File: config.mk
export PLATFORM = sky130hd
export DESIGN_NAME = tmp101_thermal_guard_flat
export DESIGN_NICKNAME = d
export VERILOG_FILES = /design/src/rtl/tmp101_guard_pkg.sv /design/src/rtl/tmp101_thermal_guard_if.sv /design/src/rtl/fan_pwm_gen.sv /design/src/rtl/tmp101_thermal_guard.sv /design/src/flat_wrapper.sv
export SDC_FILE = /design/constraint.sdc
export NUM_CORES = 1
export LEC_CHECK = 0
export ABC_AREA = 0
export CORE_MARGIN = 2
export CORE_UTILIZATION = 50
export CTS_CLUSTER_SIZE = 12
export DETAILED_ROUTE_END_ITERATION = 16
export HOLD_SLACK_MARGIN = 0.02
export PLACE_DENSITY = 0.7
export SLEW_MARGIN = 20
export SYNTH_ARGS = -nofsm -noshare
export SYNTH_HDL_FRONTEND = slang
export SYNTH_SLANG_ARGS = --single-unit
File: constraint.sdc
create_clock -name clk -period 4 [get_ports clk]
set_input_delay 0.6 -clock clk [delete_from_list [all_inputs] [get_ports clk]]
set_output_delay 0.6 -clock clk [all_outputs]
set_load 0.03 [all_outputs]
File: src/rtl/tmp101_guard_pkg.sv
// Shared types, widths and the duty saturation helper for the TMP101 thermal guard.
package tmp101_guard_pkg;

  localparam int unsigned TempWidth = 12;
  localparam int unsigned DutyWidth = 8;
  localparam logic [DutyWidth-1:0] DutyMax = 8'hFF;

  typedef enum logic [1:0] {
    StNormal   = 2'd0,
    StWarn     = 2'd1,
    StShutdown = 2'd2,
    StFault    = 2'd3
  } guard_state_e;

  // diff is one bit wider than the temperature so (t - T_FAN_LO) never wraps.
  function automatic logic [DutyWidth-1:0] sat_duty(input logic signed [TempWidth:0] diff,
                                                     input int unsigned shift);
    logic signed [TempWidth:0] shifted;
    shifted = diff >>> shift;
    if (shifted <= 13'sd0) begin
      return '0;
    end
    if (shifted > 13'sd255) begin
      return DutyMax;
    end
    return shifted[DutyWidth-1:0];
  endfunction

endpackage

File: src/rtl/tmp101_thermal_guard_if.sv
// Sensor-side inputs and protection outputs of the TMP101 thermal guard.
interface tmp101_thermal_guard_if;
  import tmp101_guard_pkg::*;

  logic                 ena;
  logic [TempWidth-1:0] temperature;
  logic [2:0]           status;
  logic                 clear;
  logic                 fan_pwm;
  logic [DutyWidth-1:0] duty;
  logic                 warn;
  logic                 shutdown;
  logic                 sensor_fault;
  logic [1:0]           state;

  modport master (
    output ena, temperature, status, clear,
    input  fan_pwm, duty, warn, shutdown, sensor_fault, state
  );

  modport slave (
    input  ena, temperature, status, clear,
    output fan_pwm, duty, warn, shutdown, sensor_fault, state
  );

endinterface

File: src/rtl/fan_pwm_gen.sv
// Fan PWM: prescaled 8-bit phase counter; duty reloads only at the phase wrap.
module fan_pwm_gen
  import tmp101_guard_pkg::*;
#(
  parameter int unsigned PWM_DIV = 1
) (
  input  logic                 clk,
  input  logic                 reset_n,
  input  logic [DutyWidth-1:0] duty_target,
  output logic [DutyWidth-1:0] duty,
  output logic                 fan_pwm
);

  localparam int unsigned DivW = (PWM_DIV > 1) ? $clog2(PWM_DIV) : 1;

  logic [DivW-1:0]      div_q, div_d;
  logic [DutyWidth-1:0] phase_q, phase_d;
  logic [DutyWidth-1:0] duty_q, duty_d;
  logic                 pwm_q;
  logic                 tick;

  assign tick = (div_q == DivW'(PWM_DIV - 1));

  always_comb begin
    div_d   = tick ? '0 : div_q + 1'b1;
    phase_d = tick ? phase_q + 1'b1 : phase_q;
    duty_d  = (tick && (phase_q == DutyMax)) ? duty_target : duty_q;
  end

  always_ff @(posedge clk) begin
    if (!reset_n) begin
      div_q   <= '0;
      phase_q <= '0;
      duty_q  <= DutyMax;
      pwm_q   <= 1'b0;
    end else begin
      div_q   <= div_d;
      phase_q <= phase_d;
      duty_q  <= duty_d;
      // Full-scale duty must be solid on; phase < 255 alone would leave one low slot.
      pwm_q   <= (duty_d == DutyMax) || (phase_d < duty_d);
    end
  end

  assign duty    = duty_q;
  assign fan_pwm = pwm_q;

endmodule

File: src/rtl/tmp101_thermal_guard.sv
// Thermal guard: debounced warn/shutdown FSM with hysteresis, stale-sensor fault, fan PWM.
module tmp101_thermal_guard
  import tmp101_guard_pkg::*;
#(
  parameter int unsigned FREQ_CLK     = 100_000_000,
  parameter int unsigned PWM_FREQ     = 25_000,
  parameter int          T_FAN_LO     = 480,
  parameter int unsigned FAN_SHIFT    = 1,
  parameter int          T_WARN       = 1120,
  parameter int          T_SHUT       = 1360,
  parameter int          T_HYST       = 80,
  parameter int unsigned DEBOUNCE_CYC = 1_000_000,
  parameter int unsigned STALE_CYC    = 200_000_000
) (
  input logic                   clk,
  input logic                   reset_n,
  tmp101_thermal_guard_if.slave bus
);

  localparam int unsigned PwmDivRaw = FREQ_CLK / (PWM_FREQ * 256);
  localparam int unsigned PwmDiv    = (PwmDivRaw < 1) ? 1 : PwmDivRaw;
  localparam int unsigned DbW       = $clog2(DEBOUNCE_CYC + 1);
  localparam int unsigned StW       = $clog2(STALE_CYC + 1);

  localparam logic signed [TempWidth:0] TFanLoW = 13'(T_FAN_LO);
  localparam logic signed [TempWidth:0] TWarnW  = 13'(T_WARN);
  localparam logic signed [TempWidth:0] TShutW  = 13'(T_SHUT);
  localparam logic signed [TempWidth:0] TCoolW  = 13'(T_WARN - T_HYST);
  localparam logic signed [TempWidth:0] TRelW   = 13'(T_SHUT - T_HYST);

  localparam logic [DbW-1:0] DebLast  = DbW'(DEBOUNCE_CYC - 1);
  localparam logic [StW-1:0] StaleMax = StW'(STALE_CYC);

  guard_state_e state_q, state_d;
  logic [DbW-1:0] deb_q, deb_d;
  logic [StW-1:0] stale_q, stale_d;
  logic           fault_q, warn_q, shut_q;

  logic                        v;
  logic signed [TempWidth:0]   t_w;
  logic                        hot_warn, hot_shut, cool_warn, clear_ok;
  logic                        deb_cond, deb_done, stale_full;
  logic [DutyWidth-1:0]        duty_target;
  logic [DutyWidth-1:0]        duty;
  logic                        fan_pwm;
  logic                        unused_status;

  assign v             = bus.status[0];
  assign unused_status = ^bus.status[2:1];
  assign t_w           = signed'({bus.temperature[TempWidth-1], bus.temperature});

  assign hot_warn  = v && (t_w >= TWarnW);
  assign hot_shut  = v && (t_w >= TShutW);
  assign cool_warn = v && (t_w < TCoolW);
  assign clear_ok  = v && (t_w < TRelW);

  always_comb begin
    deb_cond = 1'b0;
    unique case (state_q)
      StNormal:   deb_cond = hot_warn;
      StWarn:     deb_cond = hot_shut || cool_warn;
      StShutdown: deb_cond = 1'b0;
      StFault:    deb_cond = 1'b0;
    endcase
  end

  assign deb_done = deb_cond && (deb_q == DebLast);
  // Any state change either comes from deb_done or happens where deb_cond is 0.
  assign deb_d    = (deb_cond && !deb_done) ? deb_q + 1'b1 : '0;

  always_comb begin
    if (v) begin
      stale_d = '0;
    end else if (stale_q == StaleMax) begin
      stale_d = stale_q;
    end else begin
      stale_d = stale_q + 1'b1;
    end
  end

  assign stale_full = (stale_d == StaleMax);

  always_comb begin
    state_d = state_q;
    unique case (state_q)
      StNormal: begin
        if (stale_full) begin
          state_d = StFault;
        end else if (deb_done) begin
          state_d = hot_shut ? StShutdown : StWarn;
        end
      end
      StWarn: begin
        if (stale_full) begin
          state_d = StFault;
        end else if (deb_done) begin
          state_d = hot_shut ? StShutdown : StNormal;
        end
      end
      StShutdown: begin
        if (bus.clear && clear_ok) begin
          state_d = StNormal;
        end
      end
      StFault: begin
        if (v) begin
          state_d = StNormal;
        end
      end
    endcase
  end

  always_ff @(posedge clk) begin
    if (!reset_n) begin
      state_q <= StNormal;
      deb_q   <= '0;
      stale_q <= '0;
      fault_q <= 1'b0;
      warn_q  <= 1'b0;
      shut_q  <= 1'b0;
    end else if (bus.ena) begin
      state_q <= state_d;
      deb_q   <= deb_d;
      stale_q <= stale_d;
      fault_q <= stale_full;
      warn_q  <= (state_d == StWarn) || (state_d == StShutdown);
      shut_q  <= (state_d == StShutdown);
    end
  end

  // Fail-safe full fan whenever the reading is missing or protection is active.
  always_comb begin
    if (!v || (state_q inside {StShutdown, StFault})) begin
      duty_target = DutyMax;
    end else if (t_w <= TFanLoW) begin
      duty_target = '0;
    end else begin
      duty_target = sat_duty(t_w - TFanLoW, FAN_SHIFT);
    end
  end

  fan_pwm_gen #(
    .PWM_DIV(PwmDiv)
  ) u_fan_pwm_gen (
    .clk        (clk),
    .reset_n    (reset_n),
    .duty_target(duty_target),
    .duty       (duty),
    .fan_pwm    (fan_pwm)
  );

  assign bus.duty         = duty;
  assign bus.fan_pwm      = fan_pwm;
  assign bus.state        = state_q;
  assign bus.warn         = warn_q;
  assign bus.shutdown     = shut_q;
  assign bus.sensor_fault = fault_q;

endmodule

File: src/flat_wrapper.sv
// flat-port wrapper written by rule: the top's interface ports become plain ports
module tmp101_thermal_guard_flat import tmp101_guard_pkg::*;
#(
  parameter int unsigned FREQ_CLK     = 100_000_000,
  parameter int unsigned PWM_FREQ     = 25_000,
  parameter int          T_FAN_LO     = 480,
  parameter int unsigned FAN_SHIFT    = 1,
  parameter int          T_WARN       = 1120,
  parameter int          T_SHUT       = 1360,
  parameter int          T_HYST       = 80,
  parameter int unsigned DEBOUNCE_CYC = 1_000_000,
  parameter int unsigned STALE_CYC    = 200_000_000
)
  (clk, reset_n, bus_ena, bus_temperature, bus_status, bus_clear, bus_fan_pwm, bus_duty, bus_warn, bus_shutdown, bus_sensor_fault, bus_state);
  tmp101_thermal_guard_if bus_i ();
  input logic clk;
  input logic reset_n;
  input wire logic [$bits(bus_i.ena)-1:0] bus_ena;
  input wire logic [$bits(bus_i.temperature)-1:0] bus_temperature;
  input wire logic [$bits(bus_i.status)-1:0] bus_status;
  input wire logic [$bits(bus_i.clear)-1:0] bus_clear;
  output wire logic [$bits(bus_i.fan_pwm)-1:0] bus_fan_pwm;
  output wire logic [$bits(bus_i.duty)-1:0] bus_duty;
  output wire logic [$bits(bus_i.warn)-1:0] bus_warn;
  output wire logic [$bits(bus_i.shutdown)-1:0] bus_shutdown;
  output wire logic [$bits(bus_i.sensor_fault)-1:0] bus_sensor_fault;
  output wire logic [$bits(bus_i.state)-1:0] bus_state;
  assign bus_i.ena = bus_ena;
  assign bus_i.temperature = bus_temperature;
  assign bus_i.status = bus_status;
  assign bus_i.clear = bus_clear;
  assign bus_fan_pwm = bus_i.fan_pwm;
  assign bus_duty = bus_i.duty;
  assign bus_warn = bus_i.warn;
  assign bus_shutdown = bus_i.shutdown;
  assign bus_sensor_fault = bus_i.sensor_fault;
  assign bus_state = bus_i.state;
  tmp101_thermal_guard #(.FREQ_CLK(FREQ_CLK), .PWM_FREQ(PWM_FREQ), .T_FAN_LO(T_FAN_LO), .FAN_SHIFT(FAN_SHIFT), .T_WARN(T_WARN), .T_SHUT(T_SHUT), .T_HYST(T_HYST), .DEBOUNCE_CYC(DEBOUNCE_CYC), .STALE_CYC(STALE_CYC)) u_core (.clk(clk), .reset_n(reset_n), .bus(bus_i));
endmodule
==> flow_summary.json, run 1 <==
{
  "synth_cell_types": 74,
  "hold_violations": 0,
  "io_buffers": 30,
  "ctsHoldBuffers": 0,
  "cpPeakStageDelay_ns": 0.49,
  "worst_pin_slew_ns": 0.7868,
  "synth_top_area_cell": "dfxtp_1",
  "p_int_mw": 1.129,
  "total_power_mw": 1.492,
  "hold_class": "register to register",
  "cp_data_arrival_time_ns": 3.87,
  "fin_cells": 699,
  "ys_ff_latch": 74,
  "pwr-share-seq": 0.501,
  "crit_path_end_kind": "register",
  "placedCellCount": 683,
  "async_reset_ff_frac": 0,
  "dp_hpwl_um": 7417,
  "grt_overflow": 0,
  "syn_area_mm2": 0.004486,
  "area_delta_synth_final_pct": 13.39,
  "critical_path_required_ns": 4.26,
  "critical_path_buf_inv_count": 0,
  "ys_top_cells_by_area": "dfxtp_1 33%, nor2_1 5.0%, nand2_1 4.4%",
  "clk_pin_slew_worst_paths_ns": 0.08,
  "peakVddDrop_mv": 0.1898,
  "max_freq_ghz": 0.2765,
  "cts_setup_buffers": 0,
  "dpl-instance-area_mm2": 0.004866,
  "p_leak_nw": 1.808,
  "syn_area_per_cell_um2": 7.967,
  "ff2ff_setup_slack_ns": 0.38,
  "synth_nets": 597,
  "grt_max_degree": 36,
  "synthCells": 563,
  "post-route-cell-area_mm2": 0.005086,
  "grtUsageTotal": 0.2200,
  "p_comb_frac": 0.071,
  "ys_seq_area_frac": 0.3303,
  "vias_per_cell": 5.959,
  "ys_warn_count": 0,
  "grt_pass1_wl_um": 17570,
  "drtAntennaViolNets": 0,
  "wl_per_cell_um": 14.88,
  "rr_worst_depth": 12,
  "synth_most_common_cell": "dfxtp_1",
  "maxSlewHeadroom": 0.4742,
  "root_buffer": "clkbuf_8",
  "crit_path_max_fanout": 9,
  "cpLargestDelayFamily": "simple AND/OR/NAND/NOR gates",
  "drc": 0,
  "pin_count": 33,
  "fin_crit_sh": 0.9040,
  "synthFlopType": "dfxtp_1",
  "cts_tree": "built",
  "yosys-top-cells-count": "74 x dfxtp_1, 60 x nor2_1, 53 x nand2_1",
  "crit_end": "u_core.bus.warn$_SDFFE_PN0P_",
  "p_sw_frac": 0.2434,
  "core_area_mm2": 0.008721,
  "drtPass1Iterations": 5,
  "first_iter_violations": 192,
  "cp_common_cell": "ha_1",
  "cp_cell_sequence": "ha_1, nand3_1, or2_1, nor4_2, mux2_2, nor4b_2, o2111ai_2, a21oi_1, a21boi_1, ha_1, nand2_1, o211a_1",
  "setup.worst_path.start_class": "register",
  "crit_start": "u_core.stale_q[0]$_SDFFE_PN0P_",
  "die_area_mm2": 0.009745,
  "cts_sinks": 74,
  "r2r_start": "u_core.stale_q[0]$_SDFFE_PN0P_",
  "grt_setup_unrepaired": "no",
  "synth_top_area_frac": 0.3303,
  "n_antenna_cell": 0,
  "skew_ns": 0.01299,
  "min_period_ns": 3.616,
  "die_h_um": 98.72,
  "clk_latency_ns": 0.36,
  "timing.final.max_slew_violations": 0,
  "pwr-share-clk": 0.428,
  "clk_path_buf_depth": 2,
  "antenna_found_initial": 0,
  "chipWidth_um": 98.72,
  "first_global_vias": 3816,
  "initial_core_util": 0.5143,
  "htreeDepth": 3,
  "path_depth": 12,
  "tns_ns": 0,
  "rows": 34,
  "p_switching_mw": 0.3631,
  "postCtsResizedCells": 0,
  "drive_above_1_share": 0.07614,
  "cts_buffers": 9,
  "report.final.setup_viol": 0,
  "vias": 4165,
  "crit_type": "register to register",
  "synth_edf_count": 0,
  "power_density_mw_per_mm2": 293.3,
  "reg2reg_to": "u_core.bus.warn$_SDFFE_PN0P_",
  "crit_slowest_cell": "dfxtp_1",
  "drv_cap": 0,
  "place.gp.congestion": 0.8748,
  "status": "finished clean",
  "fillers": 773,
  "layout.nets": 620,
  "postRouteWirelength_um": 10400
}
-- cells by family after synthesis --
family                     share of synthesized area
AOI/OAI and AO/OA                             0.1821
muxes                                        0.01423
xor gates and xnor gates                     0.06248
buffers and inverters                        0.03654
adders and majority gates                    0.04407
DFF                                           0.3303
and+or+nand+nor                               0.3303
-- per-stage QoR --
stage | worst slack [ns] | utilization | hold WS [ns]
after floorplan | 0.9529 | - | 0.4371
final | 0.3839 | 0.5832 | 0.4760
after global routing | 0.2225 | 0.5832 | 0.5197
after global placement | 0.3560 | 0.5580 | 0.4562
after CTS | 0.4195 | 0.5832 | 0.4827
after detailed placement | 0.2280 | 0.5580 | 0.4617
-- sequential cells by signal, indices dropped and copies added (netlist names) --
signal                        flops
u_core.deb_q                     20
u_core.u_fan_pwm_gen.div_q        4
u_core.bus.warn                   1
u_core.u_fan_pwm_gen.phase_q      8
u_core.u_fan_pwm_gen.fan_pwm      1
u_core.bus.sensor_fault           1
u_core.bus.shutdown               1
u_core.bus.state                  2
u_core.u_fan_pwm_gen.duty         8
u_core.stale_q                   28
-- how the worst min path moves through the flow --
stage	from	to	slack, ns	cells after the start
2_1_floorplan	u_core.u_fan_pwm_gen.div_q[0]$_SDFF_PP0_	u_core.u_fan_pwm_gen.div_q[0]$_SDFF_PP0_	0.44	1
3_3_place_gp	u_core.u_fan_pwm_gen.div_q[0]$_SDFF_PP0_	u_core.u_fan_pwm_gen.div_q[0]$_SDFF_PP0_	0.46	1
3_5_place_dp	u_core.u_fan_pwm_gen.div_q[0]$_SDFF_PP0_	u_core.u_fan_pwm_gen.div_q[0]$_SDFF_PP0_	0.46	1
4_1_cts	u_core.u_fan_pwm_gen.div_q[0]$_SDFF_PP0_	u_core.u_fan_pwm_gen.div_q[0]$_SDFF_PP0_	0.48	1
5_1_grt	u_core.u_fan_pwm_gen.div_q[0]$_SDFF_PP0_	u_core.u_fan_pwm_gen.div_q[0]$_SDFF_PP0_	0.52	1
6_report	u_core.u_fan_pwm_gen.div_q[0]$_SDFF_PP0_	u_core.u_fan_pwm_gen.div_q[0]$_SDFF_PP0_	0.48	1
-- metal layers --
metal | GRT usage | share of wire | up-vias
met4 | 0.07692 | 0.014 | 0
met5 | 0 | 0 | -
met1 | 0.2768 | 0.45 | 1971
met2 | 0.3757 | 0.48 | 115
li1 | - | - | 2065
met3 | 0.04468 | 0.056 | 14
-- layout by cell type, fill, tap and decap left out, types with 3 or more instances in the layout --
cell type        netlist  final
nor4b_1                3      3
clkdlybuf4s50_1        0     30
ha_1                  15     15
a22oi_1                6      6
nand2_1               53     53
and3_1                14     14
o211ai_1               5      5
a31oi_1                3      3
a21boi_0               6      6
nor2b_1               27     27
inv_1                 15     15
xnor2_1               16     16
o21ai_0               38     38
mux2i_1                3      3
o21a_1                11     11
clkbuf_8               0     12
buf_4                  1      7
a21oi_1               30     30
and2_1                13     13
nand3_1               21     21
o21ai_1                5      5
nand4_1               15     15
nor3_1                20     20
nand2b_1               3      3
nor2_1                60     60
xor2_1                16     16
or3_1                  7      7
nor4_1                 8      8
dfxtp_1               74     74
-- power groups by stage --
stage	registers (mW)	clock network (mW)	logic [mW]
2_1_floorplan	0.765	0	0.0654
3_3_place_gp	0.764	0	0.104
3_5_place_dp	0.764	0	0.106
4_1_cts	0.747	0.649	0.107
5_1_grt	0.748	0.680	0.118
6_report	0.747	0.639	0.107
-- final cells by class --
| class | instances | area [um^2] | area share |
|---|---|---|---|
| Sequential cell | 74 | 1481 | 0.2913 |
| Clock inverter | 4 | 55.05 | 0.01082 |
| Multi-Input combinational cell | 449 | 2840 | 0.5584 |
| Tap cell | 108 | 135.1 | 0.02657 |
| Timing Repair Buffer | 37 | 352.8 | 0.06937 |
| Inverter | 15 | 56.30 | 0.01107 |
| Clock buffer | 12 | 165.2 | 0.03247 |
Note: power is estimated with default switching activity, not from simulation.
==> run 2: changes to the inputs <==
- CORE_MARGIN: 2 -> 3
==> run 2 against run 1 <==
Compared with the run above:
- register-to-register slack about the same
- power about the same
- sequential power about the same
- core utilization increased by 1.6 points
- final area decreased by 0.34%
- clock power about the same
- global-route usage decreased by 0.81 points
- worst setup slack improved by 0.0076 ns
- routed wire length decreased by 2.1%
- critical endpoint unchanged
- largest cell class unchanged
==> flow_summary.json, run 2 (synthesis gave the netlist of run 1 again) <==
{
  "postRouteWirelength_um": 10180,
  "core_area_mm2": 0.008464,
  "vias": 4067,
  "initial_core_util": 0.5299,
  "htreeDepth": 3,
  "maxSlewHeadroom": 0.4815,
  "drtPass1Iterations": 4,
  "rows": 33,
  "wl_per_cell_um": 14.67,
  "p_leak_nw": 1.799,
  "io_buffers": 30,
  "first_global_vias": 3777,
  "r2r_start": "u_core.stale_q[0]$_SDFFE_PN0P_",
  "root_buffer": "clkbuf_8",
  "cts_sinks": 74,
  "drive_above_1_share": 0.07301,
  "grt_pass1_wl_um": 17590,
  "drv_cap": 0,
  "hold_depth": 1,
  "tns_ns": 0,
  "dp_hpwl_um": 7201,
  "status": "finished clean",
  "layout_common_cells": "74 x dfxtp_1, 60 x nor2_1, 53 x nand2_1",
  "die_area_mm2": 0.01014,
  "dpl-instance-area_mm2": 0.004855,
  "chipWidth_um": 100.7,
  "crit_slowest_cell": "dfxtp_1",
  "first_iter_violations": 234,
  "n_antenna_cell": 0,
  "grt_max_degree": 36,
  "die_h_um": 100.7,
  "layout_commonest_cell": "dfxtp_1",
  "grt_overflow": 0,
  "total_power_mw": 1.491,
  "setup.worst_path.start_class": "register",
  "critical_path_required_ns": 4.29,
  "place.gp.congestion": 0.8670,
  "ctsHoldBuffers": 0,
  "antenna_found_initial": 0,
  "power_density_mw_per_mm2": 294.3,
  "pin_count": 33,
  "crit_type": "register to register",
  "cpPeakStageDelay_ns": 0.51,
  "cts_buffers": 9,
  "clk_path_buf_depth": 2,
  "fin_ws_ns": 0.3915,
  "layout.nets": 619,
  "report.final.setup_viol": 0,
  "cts_tree": "built",
  "vias_per_cell": 5.860,
  "clk_latency_ns": 0.36,
  "fin_cells": 694,
  "drc": 0,
  "fin_crit_sh": 0.9021,
  "skew_ns": 0.01531,
  "min_period_ns": 3.609,
  "post-route-cell-area_mm2": 0.005069,
  "reg_top3": "u_core.stale_q x28, u_core.deb_q x20",
  "grt_setup_unrepaired": "no",
  "hold_violations": 0,
  "cts_setup_buffers": 0,
  "cp_common_cell": "ha_1",
  "timing.final.max_slew_violations": 0,
  "drtAntennaViolNets": 0,
  "crit_path_end_kind": "register",
  "min_from": "u_core.bus.warn$_SDFFE_PN0P_",
  "reg2reg_to": "u_core.bus.warn$_SDFFE_PN0P_",
  "peakVddDrop_mv": 0.1568,
  "ff2ff_setup_slack_ns": 0.39,
  "placedCellCount": 679,
  "largest_register_ffs": 28,
  "hold_class": "register to register",
  "crit_path_max_fanout": 9,
  "postCtsResizedCells": 0,
  "min_to": "u_core.bus.warn$_SDFFE_PN0P_",
  "regMostFlops": "u_core.stale_q",
  "area_delta_synth_final_pct": 13.00,
  "worst_pin_slew_ns": 0.7759,
  "dp_slack_ns": 0.3121,
  "cp_data_arrival_time_ns": 3.90,
  "rr_worst_depth": 12,
  "fillers": 775,
  "clk_pin_slew_worst_paths_ns": 0.09,
  "max_freq_ghz": 0.2771,
  "cp_cell_sequence": "ha_1, nand3_1, or2_1, nor4_2, mux2_2, nor4b_2, o2111ai_2, o31ai_1, o22a_1, ha_1, nand2_1, o211a_1",
  "grtUsageTotal": 0.2119
}
## run 2: changes by cell type in the layout (fill, tap and decap cells not counted)
cell	previous run	this run
inv_6	2	1
buf_4	7	6
clkbuf_8	12	9
clkinv_2	0	1
clkinv_4	0	1
bufinv_16	1	2
## run 2: worst max path at each step
stage	endpoint	start	cells after the start	slack (ns)
floorplan	u_core.bus.warn$_SDFFE_PN0P_	u_core.stale_q[0]$_SDFFE_PN0P_	13	0.95
global placement	u_core.u_fan_pwm_gen.fan_pwm$_SDFF_PN0_	bus_temperature[6]	13	0.34
detailed placement	u_core.u_fan_pwm_gen.fan_pwm$_SDFF_PN0_	bus_temperature[6]	13	0.31
CTS	u_core.bus.warn$_SDFFE_PN0P_	u_core.stale_q[0]$_SDFFE_PN0P_	12	0.43
global route	u_core.bus.warn$_SDFFE_PN0P_	u_core.stale_q[0]$_SDFFE_PN0P_	12	0.19
finish	u_core.bus.warn$_SDFFE_PN0P_	u_core.stale_q[0]$_SDFFE_PN0P_	12	0.39
## run 2: final cells by class
class	count	area (um^2)	area share
clock buffers	9	123.9	0.02444
multi-input cells	449	2840	0.5604
flip-flops and latches	74	1481	0.2923
well taps	105	131.4	0.02592
repair buffers	36	345.3	0.06813
clock inverters	6	90.09	0.01777
inverters	15	56.30	0.01111
## run 2: power breakdown
part           switching [mW]  internal (mW)
registers             0.00593          0.741
clock network           0.290          0.350
logic                  0.0618         0.0432
## run 2: metal layers
layer	vias to the layer above	track usage	share of wire
met1	1900	0.2906	0.48
li1	2059	-	-
met5	-	0	0
met3	13	0.05121	0.051
met4	0	0.05699	0.013
met2	95	0.3332	0.45
## run 2: worst max-delay path: cells and delay by family, from the launching register on
family	cells	cell delay (ns)
flip-flops	1	0.51
adder cells (fa/ha/maj)	2	0.54
AO/OA/AOI/OAI	4	0.78
AND/OR/NAND/NOR	5	1.31
multiplexers	1	0.38
## run 2: through the flow
stage / util / hold slack, ns
6_report: 0.5988 / 0.4809
5_1_grt: 0.5988 / 0.5269
4_1_cts: 0.5988 / 0.4856
3_5_place_dp: 0.5735 / 0.4682
3_3_place_gp: 0.5735 / 0.4577
2_1_floorplan: - / 0.4371
==> run 3: changes to the inputs <==
- DONT_BUFFER_PORTS: unset -> 1
- PLACE_DENSITY: 0.7 -> unset
==> run 3 against run 2 <==
Compared with the run above:
- combinational power is 44% lower
- first-iteration DRC count is 44% lower
- die area stayed put
- clock skew is 0.0010 ns higher
- highest routed layer unchanged
==> flow_summary.json, run 3 (synthesis gave the netlist of run 1 again) <==
{
  "total_power_mw": 1.538,
  "reg_top3": "u_core.stale_q x28, u_core.deb_q x20",
  "largest_register_ffs": 28,
  "skew_ns": 0.01636,
  "r2r_start": "u_core.stale_q[0]$_SDFFE_PN0P_",
  "cp_cell_sequence": "ha_1, nand3_1, or2_1, nor4_2, mux2_2, nor4b_2, o2111ai_2, o31ai_1, o22a_1, ha_1, nand2_1, o211a_1",
  "timing.final.max_slew_violations": 0,
  "critical_path_required_ns": 4.29,
  "fin_crit_sh": 0.8442,
  "p_leak_nw": 1.678,
  "fin_ws_ns": 0.6231,
  "cts_tree": "built",
  "reg2reg_to": "u_core.bus.warn$_SDFFE_PN0P_",
  "grt_pass1_wl_um": 17620,
  "first_iter_violations": 132,
  "rr_worst_depth": 12,
  "layout_common_cells": "74 x dfxtp_1, 60 x nor2_1, 53 x nand2_1",
  "grtUsageTotal": 0.2152,
  "grt_setup_unrepaired": "no",
  "crit_start": "u_core.stale_q[0]$_SDFFE_PN0P_",
  "layout.nets": 585,
  "chipWidth_um": 100.7,
  "fin_cells": 661,
  "min_to": "u_core.u_fan_pwm_gen.duty[6]$_SDFF_PN1_",
  "path_depth": 12,
  "cp_data_arrival_time_ns": 3.67,
  "crit_slowest_cell": "dfxtp_1",
  "dp_slack_ns": 0.6500,
  "report.final.setup_viol": 0,
  "cpLargestDelayFamily": "simple AND/OR/NAND/NOR gates",
  "postLayoutCoreUtil": 0.5644,
  "tns_ns": 0,
  "wl_per_cell_um": 15.62,
  "maxSlewHeadroom": 0.4438,
  "cts_sinks": 74,
  "layout_commonest_cell": "dfxtp_1",
  "drtPass1Iterations": 4,
  "initial_core_util": 0.5299,
  "postCtsResizedCells": 0,
  "ctsHoldBuffers": 0,
  "die_h_um": 100.7,
  "ff2ff_setup_slack_ns": 0.62,
  "status": "finished clean",
  "clk_pin_slew_worst_paths_ns": 0.09,
  "core_area_mm2": 0.008464,
  "peakVddDrop_mv": 0.2214,
  "vias": 3903,
  "clk_path_buf_depth": 2,
  "rows": 33,
  "vias_per_cell": 5.905,
  "io_buffers": 0,
  "worst_pin_slew_ns": 0.8323,
  "min_period_ns": 3.377,
  "crit_type": "register to register",
  "clk_latency_ns": 0.35,
  "drv_cap": 0,
  "drtAntennaViolNets": 0,
  "pin_count": 33,
  "min_from": "reset_n",
  "max_freq_ghz": 0.2961,
  "htreeDepth": 3,
  "first_global_vias": 3751,
  "dp_hpwl_um": 7224,
  "setup.worst_path.start_class": "register",
  "antenna_found_initial": 0,
  "place.gp.congestion": 0.8152,
  "regMostFlops": "u_core.stale_q",
  "post-route-cell-area_mm2": 0.004777,
  "grt_max_degree": 56,
  "placedCellCount": 645,
  "cts_buffers": 9,
  "drc": 0,
  "crit_path_max_fanout": 9,
  "hold_depth": 1,
  "hold_violations": 0,
  "cp_common_cell": "ha_1",
  "hold_ws_ns": 0.3208,
  "critical_path_buf_inv_count": 0,
  "die_area_mm2": 0.01014,
  "hold_class": "primary input to register",
  "root_buffer": "clkbuf_8",
  "cpPeakStageDelay_ns": 0.49,
  "cts_setup_buffers": 0,
  "crit_path_end_kind": "register",
  "postRouteWirelength_um": 10320,
  "power_density_mw_per_mm2": 322.0,
  "area_delta_synth_final_pct": 6.499,
  "dpl-instance-area_mm2": 0.004524,
  "drive_above_1_share": 0.07014,
  "grt_overflow": 0,
  "n_antenna_cell": 0
}
[run 3: changes by cell type in the layout (fill, tap and decap cells not counted), sizes merged]
cell | previous run | this run
bufinv | 2 | 3
clkdlybuf4s50 | 30 | 0
inv | 16 | 15
buf | 6 | 2
clkbuf | 9 | 12
clkinv | 2 | 0
[run 3: cell type report]
class | count | area [um^2]
Tap cell | 105 | 131.4
Fill cell | 819 | 3687
Clock buffer | 12 | 155.1
Inverter | 15 | 56.30
Clock inverter | 4 | 97.59
Timing Repair Buffer | 2 | 15.01
Multi-Input combinational cell | 449 | 2840
Sequential cell | 74 | 1481
[run 3: worst max path at each step]
stage / slack (ns) / end
2_1_floorplan: 0.95 / u_core.bus.warn$_SDFFE_PN0P_
3_3_place_gp: 0.68 / u_core.bus.warn$_SDFFE_PN0P_
3_5_place_dp: 0.65 / u_core.bus.warn$_SDFFE_PN0P_
4_1_cts: 0.62 / u_core.bus.warn$_SDFFE_PN0P_
5_1_grt: 0.39 / u_core.bus.warn$_SDFFE_PN0P_
6_report: 0.62 / u_core.bus.warn$_SDFFE_PN0P_
[run 3: power by group]
| group | switching, mW | leakage, nW | internal, mW |
|---|---|---|---|
| Combinational | 0.0326 | 0.957 | 0.0259 |
| Clock | 0.281 | 0.123 | 0.449 |
| Sequential | 0.00806 | 0.598 | 0.741 |
[run 3: metal layers]
layer,up-vias,track usage,part of all wire
met5,-,0,0
met4,0,0.08808,0.0097
met3,8,0.05329,0.057
met2,73,0.3413,0.47
met1,1831,0.2790,0.46
li1,1991,-,-
